### src/rtl/zoom_ctrl_pkg.sv
// Shared definitions for the zoom controller: state encoding, algorithm
// select codes and default parameter values.
package zoom_ctrl_pkg;

   typedef enum logic [1:0] {
      S_IDLE    = 2'd0,
      S_PROCESS = 2'd1,
      S_DONE    = 2'd2
   } state_t;

   localparam logic [1:0] ALG_IN_0  = 2'b00;
   localparam logic [1:0] ALG_IN_1  = 2'b01;
   localparam logic [1:0] ALG_OUT_0 = 2'b10;
   localparam logic [1:0] ALG_OUT_1 = 2'b11;

   localparam int DEF_LEVEL_W        = 3;
   localparam int DEF_NUM_LEVELS     = 5;
   localparam int DEF_DEFAULT_LEVEL  = 2;
   localparam int DEF_HIST_DEPTH     = 4;
   localparam int DEF_TIMEOUT_CYCLES = 0;

   function automatic logic is_zoom_in_alg(input logic [1:0] sel);
      return (sel == ALG_IN_0) || (sel == ALG_IN_1);
   endfunction

   function automatic logic is_zoom_out_alg(input logic [1:0] sel);
      return (sel == ALG_OUT_0) || (sel == ALG_OUT_1);
   endfunction

endpackage

### src/rtl/zoom_history_stack.sv
// Circular LIFO of zoom levels. A push onto a full stack overwrites the
// oldest entry. The most recent push or pop can be undone once.
module zoom_history_stack #(
   parameter int LEVEL_W    = 3,
   parameter int HIST_DEPTH = 4
) (
   input  logic                            clk,
   input  logic                            reset,
   input  logic                            push,
   input  logic                            pop,
   input  logic                            undo,
   input  logic [LEVEL_W-1:0]              push_data,
   output logic [LEVEL_W-1:0]              top_data,
   output logic [$clog2(HIST_DEPTH+1)-1:0] count
);

   localparam int HC_W  = $clog2(HIST_DEPTH + 1);
   localparam int PTR_W = (HIST_DEPTH > 1) ? $clog2(HIST_DEPTH) : 1;
   localparam logic [HC_W-1:0]  FULL     = HC_W'(HIST_DEPTH);
   localparam logic [PTR_W-1:0] LAST_PTR = PTR_W'(HIST_DEPTH - 1);

   logic [LEVEL_W-1:0] mem [HIST_DEPTH];
   logic [PTR_W-1:0]   wr_ptr;
   logic [PTR_W-1:0]   saved_ptr;
   logic [HC_W-1:0]    saved_count;
   logic [LEVEL_W-1:0] saved_data;
   logic               last_push;

   function automatic logic [PTR_W-1:0] ptr_inc(input logic [PTR_W-1:0] p);
      return (p == LAST_PTR) ? '0 : p + PTR_W'(1);
   endfunction

   function automatic logic [PTR_W-1:0] ptr_dec(input logic [PTR_W-1:0] p);
      return (p == '0) ? LAST_PTR : p - PTR_W'(1);
   endfunction

   // Pointer/count bookkeeping; snapshot taken on every op so undo can restore it
   // NOTE: sequential state uses non-blocking assignments so every register
   // samples pre-edge values regardless of statement order.
   always_ff @(posedge clk or posedge reset) begin
      if (reset) begin
         wr_ptr      <= '0;
         count       <= '0;
         saved_ptr   <= '0;
         saved_count <= '0;
         saved_data  <= '0;
         last_push   <= 1'b0;
      end else if (push) begin
         saved_ptr   <= wr_ptr;
         saved_count <= count;
         saved_data  <= mem[wr_ptr];
         last_push   <= 1'b1;
         wr_ptr      <= ptr_inc(wr_ptr);
         if (count != FULL) count <= count + HC_W'(1);
      end else if (pop) begin
         saved_ptr   <= wr_ptr;
         saved_count <= count;
         last_push   <= 1'b0;
         wr_ptr      <= ptr_dec(wr_ptr);
         count       <= count - HC_W'(1);
      end else if (undo) begin
         wr_ptr <= saved_ptr;
         count  <= saved_count;
      end
   end

   // Storage write; undoing a push puts back the entry it overwrote
   // NOTE: the storage array has no reset; an empty stack is defined by count,
   // so stale contents are never observed and the array can map to RAM.
   always_ff @(posedge clk) begin
      if (push)
         mem[wr_ptr] <= push_data;
      else if (undo && last_push)
         mem[saved_ptr] <= saved_data;
   end

   assign top_data = mem[ptr_dec(wr_ptr)];

endmodule

### src/rtl/zoom_ctrl_hist.sv
// Zoom controller with multi-level undo history. Validates debounced zoom
// requests, tracks the zoom level and sequences the scaler through an
// IDLE/PROCESS/DONE handshake with an optional PROCESS watchdog.
module zoom_ctrl_hist
   import zoom_ctrl_pkg::*;
#(
   parameter int LEVEL_W        = DEF_LEVEL_W,
   parameter int NUM_LEVELS     = DEF_NUM_LEVELS,
   parameter int DEFAULT_LEVEL  = DEF_DEFAULT_LEVEL,
   parameter int HIST_DEPTH     = DEF_HIST_DEPTH,
   parameter int TIMEOUT_CYCLES = DEF_TIMEOUT_CYCLES
) (
   input  logic                            clk,
   input  logic                            reset,
   input  logic                            zoom_in,
   input  logic                            zoom_out,
   input  logic                            return_to_previous,
   input  logic [1:0]                      algorithm_select,
   input  logic                            multiple_switches_error,
   input  logic                            no_switch_selected_error,
   input  logic                            done,
   output logic                            enable,
   output logic                            wren,
   output logic                            busy,
   output logic [LEVEL_W-1:0]              zoom_level,
   output logic [$clog2(HIST_DEPTH+1)-1:0] history_count,
   output logic                            invalid_zoom_error,
   output logic                            history_empty_error,
   output logic                            timeout_error,
   output logic                            processing_has_run_once
);

   localparam int WD_W = (TIMEOUT_CYCLES > 2) ? $clog2(TIMEOUT_CYCLES) : 1;
   localparam logic [WD_W-1:0]    WD_LAST   = WD_W'((TIMEOUT_CYCLES > 0) ? TIMEOUT_CYCLES - 1 : 0);
   localparam logic [LEVEL_W-1:0] TOP_LEVEL = LEVEL_W'(NUM_LEVELS - 1);
   localparam logic [LEVEL_W-1:0] RST_LEVEL = LEVEL_W'(DEFAULT_LEVEL);

   state_t             state, state_nxt;
   logic               zoom_in_q, zoom_out_q, return_q;
   logic               ev_in, ev_out, ev_ret;
   logic               acc_in, acc_out, acc_ret, accept;
   logic               mismatch, empty_req, timeout_hit;
   logic [WD_W-1:0]    wd_cnt;
   logic [LEVEL_W-1:0] prev_level;
   logic [LEVEL_W-1:0] top_data;

   // Register request inputs once for rising-edge detection
   always_ff @(posedge clk or posedge reset) begin
      if (reset) begin
         zoom_in_q  <= 1'b0;
         zoom_out_q <= 1'b0;
         return_q   <= 1'b0;
      end else begin
         zoom_in_q  <= zoom_in;
         zoom_out_q <= zoom_out;
         return_q   <= return_to_previous;
      end
   end

   // Select the single highest-priority edge seen in IDLE with the gate open
   // NOTE: every comb output gets a default first so no path infers a latch.
   always_comb begin
      ev_in  = 1'b0;
      ev_out = 1'b0;
      ev_ret = 1'b0;
      if (state == S_IDLE && !multiple_switches_error && !no_switch_selected_error) begin
         if (return_to_previous && !return_q)
            ev_ret = 1'b1;
         else if (zoom_in && !zoom_in_q)
            ev_in = 1'b1;
         else if (zoom_out && !zoom_out_q)
            ev_out = 1'b1;
      end
   end

   assign acc_in      = ev_in  && is_zoom_in_alg(algorithm_select)  && (zoom_level < TOP_LEVEL);
   assign acc_out     = ev_out && is_zoom_out_alg(algorithm_select) && (zoom_level != '0);
   assign acc_ret     = ev_ret && (history_count != '0);
   assign accept      = acc_in || acc_out || acc_ret;
   assign mismatch    = (ev_in && !is_zoom_in_alg(algorithm_select)) ||
                        (ev_out && !is_zoom_out_alg(algorithm_select));
   assign empty_req   = ev_ret && (history_count == '0);
   assign timeout_hit = (TIMEOUT_CYCLES > 0) && (state == S_PROCESS) && !done &&
                        (wd_cnt == WD_LAST);

   zoom_history_stack #(
      .LEVEL_W    (LEVEL_W),
      .HIST_DEPTH (HIST_DEPTH)
   ) u_hist (
      .clk       (clk),
      .reset     (reset),
      .push      (acc_in || acc_out),
      .pop       (acc_ret),
      .undo      (timeout_hit),
      .push_data (zoom_level),
      .top_data  (top_data),
      .count     (history_count)
   );

   // State register
   always_ff @(posedge clk or posedge reset) begin
      if (reset) state <= S_IDLE;
      else       state <= state_nxt;
   end

   // Next-state logic; done takes precedence over the watchdog
   always_comb begin
      state_nxt = state;
      case (state)
         S_IDLE:    if (accept) state_nxt = S_PROCESS;
         S_PROCESS: begin
            if (done)             state_nxt = S_DONE;
            else if (timeout_hit) state_nxt = S_IDLE;
         end
         S_DONE:    state_nxt = S_IDLE;
         default:   state_nxt = S_IDLE;
      endcase
   end

   // Scaler handshake outputs decoded from state
   always_comb begin
      enable = 1'b0;
      wren   = 1'b0;
      busy   = 1'b0;
      case (state)
         S_PROCESS: begin
            enable = 1'b1;
            wren   = 1'b1;
            busy   = 1'b1;
         end
         S_DONE:    busy = 1'b1;
         default:   ;
      endcase
   end

   // Zoom level, sticky errors, watchdog counter and run-once flag
   always_ff @(posedge clk or posedge reset) begin
      if (reset) begin
         zoom_level              <= RST_LEVEL;
         prev_level              <= RST_LEVEL;
         invalid_zoom_error      <= 1'b0;
         history_empty_error     <= 1'b0;
         timeout_error           <= 1'b0;
         processing_has_run_once <= 1'b0;
         wd_cnt                  <= '0;
      end else begin
         if (accept) begin
            prev_level          <= zoom_level;
            invalid_zoom_error  <= 1'b0;
            history_empty_error <= 1'b0;
            timeout_error       <= 1'b0;
            wd_cnt              <= '0;
            if (acc_in)       zoom_level <= zoom_level + LEVEL_W'(1);
            else if (acc_out) zoom_level <= zoom_level - LEVEL_W'(1);
            else              zoom_level <= top_data;
         end else begin
            if (mismatch)  invalid_zoom_error  <= 1'b1;
            if (empty_req) history_empty_error <= 1'b1;
         end
         if (state == S_PROCESS) begin
            if (done) begin
               processing_has_run_once <= 1'b1;
            end else if (timeout_hit) begin
               timeout_error <= 1'b1;
               zoom_level    <= prev_level;
            end else begin
               wd_cnt <= wd_cnt + WD_W'(1);
            end
         end
      end
   end

endmodule

### config.mk
export PLATFORM = sky130hd
export DESIGN_NAME = zoom_ctrl_hist
export DESIGN_NICKNAME = d
export VERILOG_FILES = /design/src/rtl/zoom_ctrl_pkg.sv /design/src/rtl/zoom_history_stack.sv /design/src/rtl/zoom_ctrl_hist.sv
export SDC_FILE = /design/constraint.sdc
export NUM_CORES = 1
export LEC_CHECK = 0
export CAP_MARGIN = 15
export CORE_ASPECT_RATIO = 0.6
export CORE_MARGIN = 2
export CORE_UTILIZATION = 40
export CTS_CLUSTER_DIAMETER = 100
export DETAILED_ROUTE_END_ITERATION = 12
export RECOVER_POWER = 25
export SKIP_CTS_REPAIR_TIMING = 1
export SYNTH_ARGS = -nofsm -noshare
export SYNTH_HDL_FRONTEND = slang
export SYNTH_SLANG_ARGS = --single-unit
### constraint.sdc
create_clock -name clk -period 2.97 [get_ports clk]
set_input_delay 0.4455 -clock clk [delete_from_list [all_inputs] [get_ports clk]]
set_output_delay 0.4455 -clock clk [all_outputs]
set_load 0.05 [all_outputs]
==> results.cfg, run 1 <==
[status]
status = finished clean

[timing]
rsz0062_at_grt = false
fin_skew_ps = 9.12
relSlewSlack_pct = 58.7
tightest_slew_ps = 618
finalCritPeriodShare_pct = 89.2
final.setup.tns_ps = 0
maxSlewViolCount = 0
hold_viol_final = 0
setup_violations = 0
clock.fmax_ghz = 0.377
holdWs_ps = 462
fin_crit_ps = 2650

[final_layout]
multiInputGateArea_um2 = 728
mostFrequentLayoutCell = clkdlybuf4s50_1
seq_area_um2 = 762
fin_cells = 200
fin_util_pct = 50.6
diodes = 0
drive_above_1_share_pct = 13.7
mostFrequentLayoutCells = clkdlybuf4s50_1 (16), dfrtp_1 (15), edfxtp_1 (12)
nets = 175
fillerInstances = 347
area_growth_pct = 20.8

[power_and_ir_drop]
peakVddDrop_mv = 0.491
power_mw = 1.90
p_leak_nw = 0.729
p_per_area_nw_per_um2 = 1010

[detailed_routing]
wl_per_cell_um = 15.2
vias = 1022
wl_met2_um = 1270
dr_wl_met3_um = 140
drc_errors = 0
dr.pass1.iters = 4
first_iter_violations = 38
highest_layer = met4
via_per_inst = 5.11
wl_met1_um = 1590
wirelength_um = 3030
route.antenna.remaining_nets = 0

[setup_path]
required_ps = 3120
cp-start-kind = register
crit_path_end_kind = register
crit_type = register to register
r2r-start = zoom_level[1]$_DFFE_PP1P_
cp_max_fo = 8
cp_data_arrival_time_ps = 2800
startpoint = zoom_level[1]$_DFFE_PP1P_

[floorplan]
die_h_um = 52.2
initial_core_util_pct = 41.9
io_pins = 23
die_width_um = 84.4
rows = 17
design.core.area_um2 = 3700
dieArea_um2 = 4410

[worst_hold_path]
hold_path_startpoint = processing_has_run_once$_DFFE_PP0P_
hp-class = register to register

[logic_synthesis]
synth_area_um2 = 1550
yosys.area.top_type = dfrtp_1
synth_edf_count = 12
seq_area_frac_synth_pct = 49.2
ys_ff_latch = 28
synth_top_area_share_pct = 24.2
synthFlopType = dfrtp_1
ys_async_sr_fraction_pct = 57.1
synth_area_per_cell_um2 = 11.9
synth_top_family_by_area = compound AO/OA/AOI/OAI gates
synth_xor_area_share_pct = 1.13
syn_nets = 151
synthTopCellsByArea = dfrtp_1 (24%), edfxtp_1 (23%), ha_1 (8.9%)
synth_adder_area_share_pct = 8.88
muxShareOfSynthArea_pct = 5.73
synth-simple-area-share_pct = 14.9
synthCells = 130
ys_types = 44
yosys_warnings = 0
synth_compound_area_share_pct = 16.1

[clock_network]
cts_root_buffer = clkbuf_8
clk_latency_ps = 280
h-tree-depth = 1
clkSinkCount = 28
clock_path_buffers = 2
cts_buffers = 3
cts_tree = yes
clk_pin_slew_ps = 90

[global_route]
grt_pass1_vias = 1005
grt-ovfl-total = 0
grt_max_degree = 17
grt_usage_pct = 15.4
grt_pass1_wl_um = 5020
antenna_found_initial = 0

[place]
gp_congestion = 0.833
port_buffers = 20
dpl.hpwl_um = 2400
placed_cells = 196

[job]
cap_viol_max_count = 0
[routing by layer]
| layer | vias up | global-route usage, % |
|---|---|---|
| met1 | 491 | 22.4 |
| met4 | 0 | 4.76 |
| met2 | 18 | 22.5 |
| met5 | - | 0 |
| li1 | 508 | - |
| met3 | 5 | 4.25 |
[area by class of cell]
class,count,area share [%]
clock inverters,1,1.60
inverters,10,2.00
flip-flops and latches,28,40.7
repair buffers,22,11.5
multi-input cells,89,38.9
clock buffers,3,2.20
well taps,47,3.14
[worst max-delay path: stages, from the launching register on]
cell and delay, ps:
dfstp_2 610, inv_1 80, ha_1 190, nor2b_1 160, o31ai_4 360, nor2b_1 280
xnor2_1 100, ha_1 220, nor3b_1 270, a211o_2 160, o211ai_2 80
[cell families (layout without fill, tap and decap cells)]
family	after synthesis	in the layout
compound gates	31	31
xor+xnor	2	2
fa+ha+maj	11	11
buf+inv	13	36
flops	28	28
mux	5	5
other cells	1	1
simple gates	39	39
[path summary, 6_finish.rpt]
check,to,cells past startpoint,slack (ps)
max,u_hist.count[2]$_DFFE_PP0P_,10,320
min,processing_has_run_once$_DFFE_PP0P_,1,460
max reg2reg,u_hist.count[2]$_DFFE_PP0P_,10,320
min reg2reg,processing_has_run_once$_DFFE_PP0P_,1,460
max in group asynchronous,state[1]$_DFFE_PP0P_,2,1890
min in group asynchronous,invalid_zoom_error$_DFFE_PP0P_,2,670
[flip-flops by register name, indices dropped and copies added (netlist names)]
name                     cells
history_empty_error          1
u_hist.count                 3
return_q                     1
state                        2
zoom_level                   3
zoom_out_q                   1
processing_has_run_once      1
zoom_in_q                    1
invalid_zoom_error           1
u_hist.mem                  12
u_hist.wr_ptr                2
[Yosys cell counts (all sizes together), types with 2 or more instances]
library cell  instances
xnor2                 2
buf                   3
nor2b                 6
mux4                  3
dfrtp                15
a21oi                 8
nor2                  6
edfxtp               12
inv                  10
nand2                 8
nand3b                2
nand3                 3
o21ai                 3
nor3                  3
nor3b                 2
o31ai                 2
and2                  5
o211ai                5
ha                   11
o21a                  4
[through the flow]
step	instance area [um2]	setup WS (ps)
floorplan	1550	254
global placement	1800	270
detailed placement	1800	135
CTS	1870	311
global route	1870	94.0
finish	1870	321
[power breakdown]
group	total, mW	switching (mW)	internal, mW
combinational	0.968	0.579	0.389
sequential	0.633	0.121	0.512
clock	0.296	0.116	0.181
(Power assumes the default switching activity.)
==> inputs of run 2 (changes only) <==
SKIP_CTS_REPAIR_TIMING = unset   (was 1)
==> results of run 2 <==
The final DEF is identical to that of run 1; final timing and power are the same.
